--- src/rtl/vga_mem_arbiter.sv ---
`default_nettype none
// ============================================================================
//  Module   : vga_mem_arbiter
//  Purpose  : Shares a single-port synchronous frame-buffer RAM between the
//             VGA scan-out reader (absolute priority, never stalled) and a
//             pixel writer. Writes are queued in a small FIFO and drained in
//             cycles where the reader is idle (blanking).
//  Revision : 1.0 - initial release
// ============================================================================
module vga_mem_arbiter #(
  parameter int AW         = 19,
  parameter int DW         = 12,
  parameter int FIFO_DEPTH = 16,
  parameter int FIFO_AW    = 4
) (
  input  logic               clk,
  input  logic               rstn,
  // scan-out reader
  input  logic               rd_en,
  input  logic [AW-1:0]      rd_addr,
  output logic               rd_valid,
  output logic [DW-1:0]      rd_data,
  // pixel writer
  input  logic               wr_valid,
  output logic               wr_ready,
  input  logic [AW-1:0]      wr_addr,
  input  logic [DW-1:0]      wr_data,
  // RAM port
  output logic [AW-1:0]      mem_addr,
  output logic               mem_we,
  output logic [DW-1:0]      mem_wdata,
  input  logic [DW-1:0]      mem_rdata,
  // status
  output logic [FIFO_AW:0]   fifo_level,
  input  logic               clr_stats,
  output logic [15:0]        stall_cnt
);

  // One FIFO entry carries the address in the upper bits, pixel in the lower.
  localparam int                 c_ew         = AW + DW;
  localparam logic [FIFO_AW:0]   c_full_level = (FIFO_AW + 1)'(FIFO_DEPTH);
  localparam logic [15:0]        c_stall_max  = 16'hFFFF;

  // --------------------------------------------------------------------------
  // State
  // --------------------------------------------------------------------------
  logic [c_ew-1:0]     fifo_q [FIFO_DEPTH];
  logic [c_ew-1:0]     fifo_d [FIFO_DEPTH];
  logic [FIFO_AW-1:0]  wr_ptr_q, wr_ptr_d;
  logic [FIFO_AW-1:0]  rd_ptr_q, rd_ptr_d;
  logic [FIFO_AW:0]    level_q,  level_d;

  logic                rd_pend_q,  rd_pend_d;   // rd_en delayed by one cycle
  logic                rd_valid_q, rd_valid_d;
  logic [DW-1:0]       rd_data_q,  rd_data_d;

  logic [15:0]         stall_q, stall_d;

  // --------------------------------------------------------------------------
  // Combinational helpers
  // --------------------------------------------------------------------------
  logic                w_empty;
  logic                w_full;
  logic                w_push;
  logic                w_pop;
  logic [c_ew-1:0]     w_head;

  // FIFO status and the entry currently at the head.
  always_comb begin
    w_empty = (level_q == '0);
    w_full  = (level_q == c_full_level);
    w_head  = fifo_q[rd_ptr_q];
    w_push  = wr_valid && !w_full;
  end

  // Port grant: reader always wins; a queued write uses the port only when
  // the reader is idle. The head is popped in the same cycle it is written,
  // so an entry pushed this cycle can never reach the RAM before next cycle.
  always_comb begin
    mem_addr  = rd_addr;
    mem_we    = 1'b0;
    mem_wdata = w_head[DW-1:0];
    w_pop     = 1'b0;
    if (!rd_en && !w_empty) begin
      mem_addr = w_head[c_ew-1:DW];
      mem_we   = 1'b1;
      w_pop    = 1'b1;
    end
  end

  // Next-state for the write FIFO: storage, pointers and occupancy.
  always_comb begin
    fifo_d   = fifo_q;
    wr_ptr_d = wr_ptr_q;
    rd_ptr_d = rd_ptr_q;
    level_d  = level_q;
    if (w_push) begin
      fifo_d[wr_ptr_q] = {wr_addr, wr_data};
      wr_ptr_d         = wr_ptr_q + 1'b1;
    end
    if (w_pop) begin
      rd_ptr_d = rd_ptr_q + 1'b1;
    end
    case ({w_push, w_pop})
      2'b10:   level_d = level_q + 1'b1;
      2'b01:   level_d = level_q - 1'b1;
      default: level_d = level_q;
    endcase
  end

  // Next-state for the two-stage read pipeline: address cycle, RAM cycle,
  // then the registered pixel. rd_data keeps its last value between reads.
  always_comb begin
    rd_pend_d  = rd_en;
    rd_valid_d = rd_pend_q;
    rd_data_d  = rd_data_q;
    if (rd_pend_q) begin
      rd_data_d = mem_rdata;
    end
  end

  // Next-state for the saturating writer-stall counter; clear has priority.
  always_comb begin
    stall_d = stall_q;
    if (clr_stats) begin
      stall_d = '0;
    end else if (wr_valid && w_full && (stall_q != c_stall_max)) begin
      stall_d = stall_q + 16'd1;
    end
  end

  // --------------------------------------------------------------------------
  // Registers
  // --------------------------------------------------------------------------

  // FIFO payload storage; contents are meaningless while the level is zero,
  // so it needs no reset.
  always_ff @(posedge clk) begin
    fifo_q <= fifo_d;
  end

  // Control state; reset discards every pending write.
  always_ff @(posedge clk or negedge rstn) begin
    if (!rstn) begin
      wr_ptr_q   <= '0;
      rd_ptr_q   <= '0;
      level_q    <= '0;
      rd_pend_q  <= 1'b0;
      rd_valid_q <= 1'b0;
      rd_data_q  <= '0;
      stall_q    <= '0;
    end else begin
      wr_ptr_q   <= wr_ptr_d;
      rd_ptr_q   <= rd_ptr_d;
      level_q    <= level_d;
      rd_pend_q  <= rd_pend_d;
      rd_valid_q <= rd_valid_d;
      rd_data_q  <= rd_data_d;
      stall_q    <= stall_d;
    end
  end

  // --------------------------------------------------------------------------
  // Outputs
  // --------------------------------------------------------------------------

  // Drive status and read-side outputs straight from their registers.
  always_comb begin
    wr_ready   = !w_full;
    fifo_level = level_q;
    rd_valid   = rd_valid_q;
    rd_data    = rd_data_q;
    stall_cnt  = stall_q;
  end

endmodule
`default_nettype wire

--- config.mk ---
export PLATFORM = sky130hd
export DESIGN_NAME = vga_mem_arbiter
export DESIGN_NICKNAME = d
export VERILOG_FILES = /design/src/rtl/vga_mem_arbiter.sv
export SDC_FILE = /design/constraint.sdc
export NUM_CORES = 1
export LEC_CHECK = 0
export CORE_ASPECT_RATIO = 1.5
export CORE_MARGIN = 3
export CORE_UTILIZATION = 45
export CTS_BUF_LIST = sky130_fd_sc_hd__clkbuf_4 sky130_fd_sc_hd__clkbuf_8 sky130_fd_sc_hd__clkbuf_16
export DETAILED_ROUTE_END_ITERATION = 6
export SLEW_MARGIN = 15
export SYNTH_ARGS = -nofsm -noshare
export SYNTH_HDL_FRONTEND = slang
export SYNTH_SLANG_ARGS = --single-unit
--- constraint.sdc ---
create_clock -name clk -period 4.48 [get_ports clk]
set_input_delay 0.448 -clock clk [delete_from_list [all_inputs] [get_ports clk]]
set_output_delay 0.448 -clock clk [all_outputs]
set_load 0.02 [all_outputs]
==> impl_metrics.yaml, run 1 <==
power:
  power_leakage_nw: 8.14
  p_total_mw: 15.1
  p_per_area_mw_per_mm2: 601
  vdd_drop_max_uv: 455
grt:
  globalRouteOverflowTotal: 0
  grt_pass1_vias: 11000
  antenna_found_initial: 0
  grt_pass1_wl_mm: 68.3
  grt_use_total_pct: 18.3
  grt_max_degree: 61
logic_synthesis:
  synth-edff-count: 496
  yosysSeqAreaShare_pct: 75.6
  syn_area_per_cell_um2: 21.3
  synth.top_cell.area_share_pct: 70.5
  synth_top_area_cell: "edfxtp_1"
  post_synth_most_frequent_cells: "496 x edfxtp_1, 136 x mux4_2, 43 x dfrtp_1, 25 x buf_2, 22 x nor2_1"
  yosysWarnings: 0
  synth_area_mm2: 0.0211
  postSynth.asyncResetShare_pct: 7.98
  synth_cell_types: 47
  yosys-top-cells-area: "edfxtp_1 71%, mux4_2 15%, dfrtp_1 5.1%"
  synth_fp_nets: 1066
  yosysMostFrequentCell: "edfxtp_1"
  ys.flop_type: "edfxtp_1"
  synth-seq-cells: 539
  synth_cells: 989
run_status:
  status: "complete, no violations"
sta:
  worst_pin_slew_ns: 1.03
  report.final.hold_viol_count: 0
  setup_viol: 0
  fin_crit_ns: 3.78
  fin_setup_tns_ns: 0
  rsz0062_at_grt: "false"
  fin_ws_ns: 0.705
  slew_headroom_pct: 31.5
  post-route-period-util_pct: 84.3
  max_freq_mhz: 265
  drv_slew: 0
  hold_slack_ns: 0.0644
  skew_ns: 0.0214
die:
  core_area_mm2: 0.0461
  floorplan.die.height_um: 271
  initial_core_util_pct: 45.8
  design.die.area_mm2: 0.0496
  pin_count: 134
  die_w_um: 183
  num_rows: 96
cts:
  insertion_delay_ns: 0.58
  root_buffer: "clkbuf_16"
  cts_made_buffers: 51
  cts-resized-gates: 0
  cts.path.max_buffers: 3
  cts_tree: "built"
  h-tree-depth: 2
  postCtsSetupBuffers: 0
  cts.sinks: 539
  clk_pin_slew_ns: 0.06
  postCtsHoldBufs: 0
drt:
  dr.pass1.iters: 5
  dr_wl_met2_mm: 24.8
  antenna_left: 0
  drc: 0
  top_layer: "met4"
  wl_met3_mm: 1.79
  detail_route.wl_per_cell_um: 25.4
  num_vias: 10200
  drt-met1-wl_mm: 17.7
  wl_mm: 45.1
  vias_per_cell: 5.75
  first_iter_violations: 725
cells_and_area:
  synthToLayoutAreaGrowth_pct: 19.1
  fin_nets: 1226
  drive_above_1_share_pct: 25.1
  final_util_pct: 54.5
  n_antenna_cell: 0
  final_area_mm2: 0.0251
  final_cells: 1777
placed_design:
  gp_congestion: 0.733
  dp_hpwl_mm: 25.8
  numPortBuffers: 133
  dp_cells: 1684
  dpl_cell_area_mm2: 0.0234
  place_ws_ns: 1.17
critical_path:
  rrSetupSlack_ns: 1.25
  critPathLaunch: "rd_ptr_q[1]"
  required_ns: 4.03
  critPathKind: "flop to primary output"
  critPathMaxFanout: 17
  cp.arrival_ns: 3.33
  start_kind: "flop"
  end_kind: "primary output"
  timing.rr.start: "fifo_level[2]"
job:
  max-cap-violations: 0
hold_path:
  hold_class: "primary input to asynchronous set/reset pin"
worst paths after layout:
kind / cells after the start / endpoint
min in group clk: 1 / rd_pend_q
worst max register to register: 9 / fifo_level[4]
worst min register to register: 1 / rd_data[0]
worst min-delay path: 1 / fifo_level[3]
worst max-delay path: 6 / mem_addr[17]
max in group asynchronous: 1 / rd_ptr_q[0]
registers in the layout, summed over array words and instances (netlist names):
| name | cells |
|---|---|
| fifo_q | 496 |
| stall_cnt | 16 |
| rd_data | 12 |
| fifo_level | 5 |
| rd_ptr_q | 4 |
| wr_ptr_q | 4 |
| rd_pend_q | 1 |
| rd_valid | 1 |
cells in the final DEF (no fill, tap or decap), types with 8 or more instances in the layout:
master             n
o22ai_1           19
edfxtp_1         496
a21o_1            20
mux2i_1           19
mux2_2            17
ha_1              10
buf_4             17
clkinv_2          14
clkinv_1           8
a21oi_1           13
clkbuf_16         51
clkdlybuf4s50_1  132
a211oi_1          19
nor2_1            10
inv_1              8
buf_12            13
nand2_1           17
mux4_2           136
nor2_4            12
dfrtp_1           39
o21ai_0            8
cell type report:
cell class,instances,area [um2]
sequential,539,16000
inverter,8,30.0
tap,588,736
clock buffer,59,1340
multi-input combinational,386,4990
clock inverter,34,352
timing repair buffer,163,1710
fill,3622,21000
logic make-up (layout without fill, tap and decap cells):
family,count (synthesis),in the layout,synth area share [%]
AOI/OAI and AO/OA,93,93,2.99
xor gates and xnor gates,11,11,0.456
adders and majority gates,10,10,0.593
buffers and inverters,64,264,1.30
DFF,539,539,75.6
muxes,172,172,16.3
and+or+nand+nor,100,100,2.71
routing by layer:
layer,vias up,track usage [%]
met1,5446,22.6
met4,0,4.67
met5,-,0
met2,245,34.1
met3,59,2.36
li1,4464,-
power by group:
group	leakage, nW	internal [mW]	total, mW	switching [mW]
clock network	0.848	2.55	4.35	1.80
logic	2.27	2.16	4.40	2.24
registers	5.02	6.04	6.37	0.326
worst max-delay path, cell delays in order, from the launching register on:
cell             delay (ns)
dfrtp_4                0.66
buf_4                  0.41
mux4_2                 0.29
o22ai_1                0.08
a211oi_1               0.55
a21o_1                 0.15
clkdlybuf4s50_1        0.60
Power figures use the tool's default switching activity.
==> inputs of run 2 (changes only) <==
==> constraint.sdc (replaced) <==
create_clock -name clk -period 3.5 [get_ports clk]
set_input_delay 0.35 -clock clk [delete_from_list [all_inputs] [get_ports clk]]
set_output_delay 0.35 -clock clk [all_outputs]
set_load 0.02 [all_outputs]
==> run 2 against run 1 <==
Wire length up 2.8%. Combinational power up 40%. First-iteration DRC count up 17%. Clock skew down 0.0069 ns. Die area unchanged. Global-route usage up 0.59 points. Clock-buffer cell count up 1. Utilization up 0.76 points. Register-to-register slack worse by 0.72 ns. Worst setup slack worse by 0.59 ns. Via count up 2.4%. Critical path type unchanged. Largest cell class unchanged. Largest power group unchanged. Highest routed layer unchanged.
==> impl_metrics.yaml, run 2 (synthesized netlist as in run 1, its figures left out) <==
run_status:
  status: "complete, no violations"
cells_and_area:
  drive_above_1_share_pct: 27.3
  nFillCells: 3559
  final_cells: 1818
  largest_reg_flops: 496
  final_cell_mix: "496 x edfxtp_1, 136 x mux4_2, 132 x clkdlybuf4s50_1, 55 x buf_4, 50 x clkbuf_16"
  final_area_mm2: 0.0255
  final_common_cell: "edfxtp_1"
  multi_input_area_mm2: 0.00503
  regMostFlops: "fifo_q"
  synthToLayoutAreaGrowth_pct: 20.7
  fin_nets: 1267
  seqCellArea_mm2: 0.0160
  n_antenna_cell: 0
cts:
  clk_pin_slew_ns: 0.06
  insertion_delay_ns: 0.58
  cts.path.max_buffers: 3
  root_buffer: "clkbuf_16"
  cts_tree: "built"
  cts_made_buffers: 50
  cts.sinks: 539
  h-tree-depth: 2
die:
  pin_count: 134
  design.die.area_mm2: 0.0496
  core_area_mm2: 0.0461
  floorplan.die.height_um: 271
  num_rows: 96
  die_w_um: 183
  initial_core_util_pct: 45.8
sta:
  setup_viol: 0
  max_freq_mhz: 295
  fin_crit_ns: 3.39
  post-route-period-util_pct: 96.9
  worst_pin_slew_ns: 0.742
  rsz0062_at_grt: "false"
  report.final.hold_viol_count: 0
  skew_ns: 0.0145
  fin_setup_tns_ns: 0
  hold_slack_ns: 0.304
  slew_headroom_pct: 50.4
  drv_slew: 0
job:
  max-cap-violations: 0
drt:
  first_iter_violations: 846
  dr.pass1.iters: 5
  wl_mm: 46.4
  drc: 0
  num_vias: 10500
  vias_per_cell: 5.75
  antenna_left: 0
  detail_route.wl_per_cell_um: 25.5
placed_design:
  dp_cells: 1713
  gp_congestion: 0.729
  dpl_cell_area_mm2: 0.0237
  numPortBuffers: 133
  dp_hpwl_mm: 27.6
hold_path:
  hold_class: "primary input to flop"
grt:
  grt_pass1_vias: 11300
  grt_use_total_pct: 18.9
  antenna_found_initial: 0
  grt_max_degree: 44
  grt_pass1_wl_mm: 70.7
  globalRouteOverflowTotal: 0
power:
  switching_share_pct: 29.4
  seqPwrFrac_pct: 41.1
  internal-power_mw: 13.8
  p_clk_share_pct: 27.5
  p_per_area_mw_per_mm2: 770
  p_switching_mw: 5.78
  power_leakage_nw: 8.33
  vdd_drop_max_uv: 464
  pwr-share-comb_pct: 31.4
critical_path:
  critPathKind: "flop to primary output"
  cp.arrival_ns: 3.04
  start_kind: "flop"
  critPathMaxFanout: 18
  end_kind: "primary output"
  required_ns: 3.15
-- run 2: changes by cell type in the layout (fill, tap and decap cells not counted), sizes merged --
cell and delta:
buf +41, bufinv -3, clkbuf +1, clkinv +1
dlygate4sd3 +1
-- run 2: timing repair --
action	4_1_cts	5_1_grt
pin swaps	0	1
resized for setup	3	4
hold buffers	1	0
buffers inserted	9	3
setup endpoints to repair	30	19
endpoints found under the hold margin	10	0
-- run 2: per-stage QoR --
| step | power, mW | util [%] | setup WS (ns) |
|---|---|---|---|
| 2_1_floorplan | 11.9 | - | 0.216 |
| 3_3_place_gp | 14.3 | 51.4 | 0.461 |
| 3_5_place_dp | 14.3 | 51.4 | 0.443 |
| 4_1_cts | 19.9 | 55.2 | 0.0217 |
| 5_1_grt | 20.5 | 55.3 | 0.00627 |
| 6_report | 19.6 | 55.3 | 0.110 |
-- run 2: power groups by stage --
stage | Sequential (mW) | Combinational (mW) | Clock, mW
3_3_place_gp | 8.29 | 5.99 | 0
6_report | 8.07 | 6.16 | 5.39
2_1_floorplan | 8.05 | 3.89 | 0
5_1_grt | 8.13 | 6.62 | 5.76
3_5_place_dp | 8.32 | 6.01 | 0
4_1_cts | 8.08 | 6.28 | 5.52
-- run 2: routing by layer --
metal | vias up | wire length [um] | global-route usage [%]
li1 | 4555 | - | -
met2 | 257 | 24400 | 33.1
met3 | 67 | 2110 | 2.68
met1 | 5583 | 18900 | 25.1
met5 | - | 0 | 0
met4 | 0 | 926 | 4.87
-- run 2: final cells by class --
cell class | count | area share [%]
Clock buffer | 60 | 5.23
Clock inverter | 32 | 1.20
Inverter | 8 | 0.118
Multi-Input combinational cell | 386 | 19.7
Sequential cell | 539 | 62.7
Tap cell | 588 | 2.89
Timing Repair Buffer | 205 | 8.14
-- run 2: worst paths after layout --
path | slack, ns | from | end | cells past startpoint
min in group asynchronous | 0.33 | rstn | fifo_level[0] | 2
max in group asynchronous | 2.71 | rstn | rd_ptr_q[1] | 2
hold / removal | 0.30 | rd_en | rd_pend_q | 1
hold reg to reg | 0.51 | rd_data[4] | rd_data[4] | 1
setup / recovery | 0.11 | rd_ptr_q[0] | mem_wdata[3] | 4
setup reg to reg | 0.53 | fifo_level[2] | fifo_level[4] | 10
-- run 2: worst max-delay path, stage by stage, from the launching register on --
cell and delay, ns:
dfrtp_4 0.58, buf_12 0.24, mux4_2 0.53, mux4_2 0.52, clkdlybuf4s50_1 0.57
==> inputs of run 3 (changes only) <==
--- a/config.mk
+++ b/config.mk
@@ -10,7 +10,7 @@
 export CORE_UTILIZATION = 45
 export CTS_BUF_LIST = sky130_fd_sc_hd__clkbuf_4 sky130_fd_sc_hd__clkbuf_8 sky130_fd_sc_hd__clkbuf_16
 export DETAILED_ROUTE_END_ITERATION = 6
-export SLEW_MARGIN = 15
+export PLACE_DENSITY = 0.66
 export SYNTH_ARGS = -nofsm -noshare
 export SYNTH_HDL_FRONTEND = slang
 export SYNTH_SLANG_ARGS = --single-unit
==> constraint.sdc (replaced) <==
create_clock -name clk -period 3.05 [get_ports clk]
set_input_delay 0.305 -clock clk [delete_from_list [all_inputs] [get_ports clk]]
set_output_delay 0.305 -clock clk [all_outputs]
set_load 0.02 [all_outputs]
==> run 3 against run 2 <==
Worst setup slack got worse by 0.036 ns. Clock-buffer cell count rose by 4. Global-route usage rose by 0.11 points. Critical path type unchanged. Wire length rose by 1.6%. Non-clock buffer count rose by 10. Utilization rose by 0.89 points. Critical endpoint is now mem_addr[16]. Critical path depth rose by 5. Die area did not move. Highest routed layer is now met5.
==> impl_metrics.yaml, run 3 (synthesized netlist as in run 1, its figures left out) <==
critical_path:
  start_kind: "flop"
  crit_top_cell: "buf_4"
  cp.arrival_ns: 2.67
  cpLargestDelayFamily: "buffers and inverters"
  required_ns: 2.74
  critPathMaxStageDelay_ns: 0.54
  path_buf_inv: 5
  end_kind: "primary output"
  critPathMaxFanout: 6
  crit_slowest_cell: "dfrtp_4"
  crit_chain: "buf_6, buf_12, buf_4, mux4_2, mux2i_1, a211oi_1, buf_4, a21o_1, buf_2"
  critPathKind: "flop to primary output"
cts:
  insertion_delay_ns: 0.57
  cts_made_buffers: 50
  clk_pin_slew_ns: 0.06
  h-tree-depth: 2
  cts.sinks: 539
  cts_tree: "built"
  root_buffer: "clkbuf_16"
  cts.path.max_buffers: 3
grt:
  globalRouteOverflowTotal: 0
  grt_use_total_pct: 19.0
  antenna_found_initial: 2
  grt_pass1_wl_mm: 70.4
  use_met3_pct: 2.94
  grt_pass1_vias: 11100
  grt_max_degree: 33
  globalRouteMet2Util_pct: 33.5
  met1_usage_pct: 24.5
  gr-max-usage-layer: "met2"
sta:
  skew_ns: 0.0124
  setup_viol: 0
  worst_pin_slew_ns: 0.859
  drv_slew: 0
  report.final.hold_viol_count: 0
  rsz0062_at_grt: "true"
  slew_headroom_pct: 42.8
  post-route-period-util_pct: 97.6
  max_freq_mhz: 336
  fin_crit_ns: 2.98
placed_design:
  dp_cells: 1712
  numPortBuffers: 133
  gp_congestion: 0.755
  dpl_cell_area_mm2: 0.0238
  dp_hpwl_mm: 26.3
cells_and_area:
  largest_reg_flops: 496
  final_area_mm2: 0.0259
  final_util_pct: 56.2
  final_common_cell: "edfxtp_1"
  final_cell_mix: "496 x edfxtp_1, 136 x mux4_2, 101 x clkdlybuf4s50_1, 53 x clkbuf_16, 46 x buf_4"
  synthToLayoutAreaGrowth_pct: 22.7
  regMostFlops: "fifo_q"
  final_cells: 1825
  drive_above_1_share_pct: 30.7
  fin_nets: 1277
  nFillCells: 3456
drt:
  vias_per_cell: 5.78
  wl_mm: 47.1
  drc: 0
  antenna_left: 0
  dr.pass1.iters: 5
  detail_route.wl_per_cell_um: 25.8
  num_vias: 10500
  first_iter_violations: 891
die:
  die_w_um: 183
  num_rows: 96
  pin_count: 134
  core_area_mm2: 0.0461
  design.die.area_mm2: 0.0496
  initial_core_util_pct: 45.8
  floorplan.die.height_um: 271
power:
  power_leakage_nw: 8.53
  p_per_area_mw_per_mm2: 893
  vdd_drop_max_uv: 503
job:
  max-cap-violations: 0
run_status:
  status: "complete, no violations"
hold_path:
  hold_class: "primary input to flop"
-- run 3: cell count changes in the layout (fill, tap and decap cells not counted), moves of 5 or more --
cell / previous run / this run
buf_12: 16 / 24
buf_16: 0 / 6
buf_2: 0 / 6
buf_4: 55 / 46
clkbuf_2: 0 / 7
clkdlybuf4s50_1: 132 / 101
clkinv_1: 15 / 7
dlygate4sd2_1: 0 / 12
mux2i_1: 18 / 13
mux2i_2: 1 / 6
o22ai_1: 19 / 13
o22ai_2: 0 / 6
-- run 3: path summary, 6_finish.rpt --
path	startpoint	to	slack, ns	depth (start not counted)
worst max-delay path	rd_ptr_q[2]	mem_addr[16]	0.07	9
worst min-delay path	rd_en	rd_pend_q	0.30	1
worst max register to register	fifo_level[0]	fifo_level[4]	0.34	10
worst min register to register	rd_data[9]	rd_data[9]	0.51	1
max in group asynchronous	rstn	wr_ptr_q[2]	1.94	3
min in group asynchronous	rstn	stall_cnt[14]	0.40	2
-- run 3: metrics by stage --
stage | setup slack, ns | hold WS, ns | power, mW | TNS [ns]
global placement | 0.246 | 0.444 | 16.4 | 0
finish | 0.0741 | 0.297 | 23.1 | 0
CTS | -0.0195 | 0.278 | 23.3 | -0.0441
global route | -0.0447 | 0.280 | 24.1 | -0.0505
detailed placement | 0.237 | 0.454 | 16.5 | 0
floorplan | -0.153 | 0.00941 | 13.7 | -36.47
-- run 3: report_power, final --
part | switching [mW] | internal [mW]
registers | 0.361 | 8.88
logic | 3.74 | 3.77
clock network | 2.60 | 3.78
total | 6.70 | 16.4
-- run 3: layer usage --
layer  up-vias  part of all wire (%)
li1       4567                     -
met1      5561                    40
met2       328                    53
met3        90                   4.9
met4         2                   2.8
met5         -                 0.042
-- run 3: timing repair --
| action | CTS | global route |
|---|---|---|
| endpoints found under the hold margin | 31 | 0 |
| gates cloned | 4 | 0 |
| buffers inserted | 12 | 8 |
| endpoints found under the setup margin | 31 | 19 |
| hold buffers | 1 | 0 |
| pin swaps | 0 | 1 |
| resized for setup | 84 | 24 |
-- run 3: area by class of cell --
type / count / area [um2] / share of cell area (%)
clock inverter: 24 / 287 / 1.11
multi-input combinational: 386 / 5090 / 19.7
inverter: 8 / 30.0 / 0.116
clock buffer: 64 / 1420 / 5.46
sequential: 539 / 16000 / 61.7
antenna: 1 / 2.50 / 0.00966
timing repair buffer: 215 / 2360 / 9.09
tap: 588 / 736 / 2.84
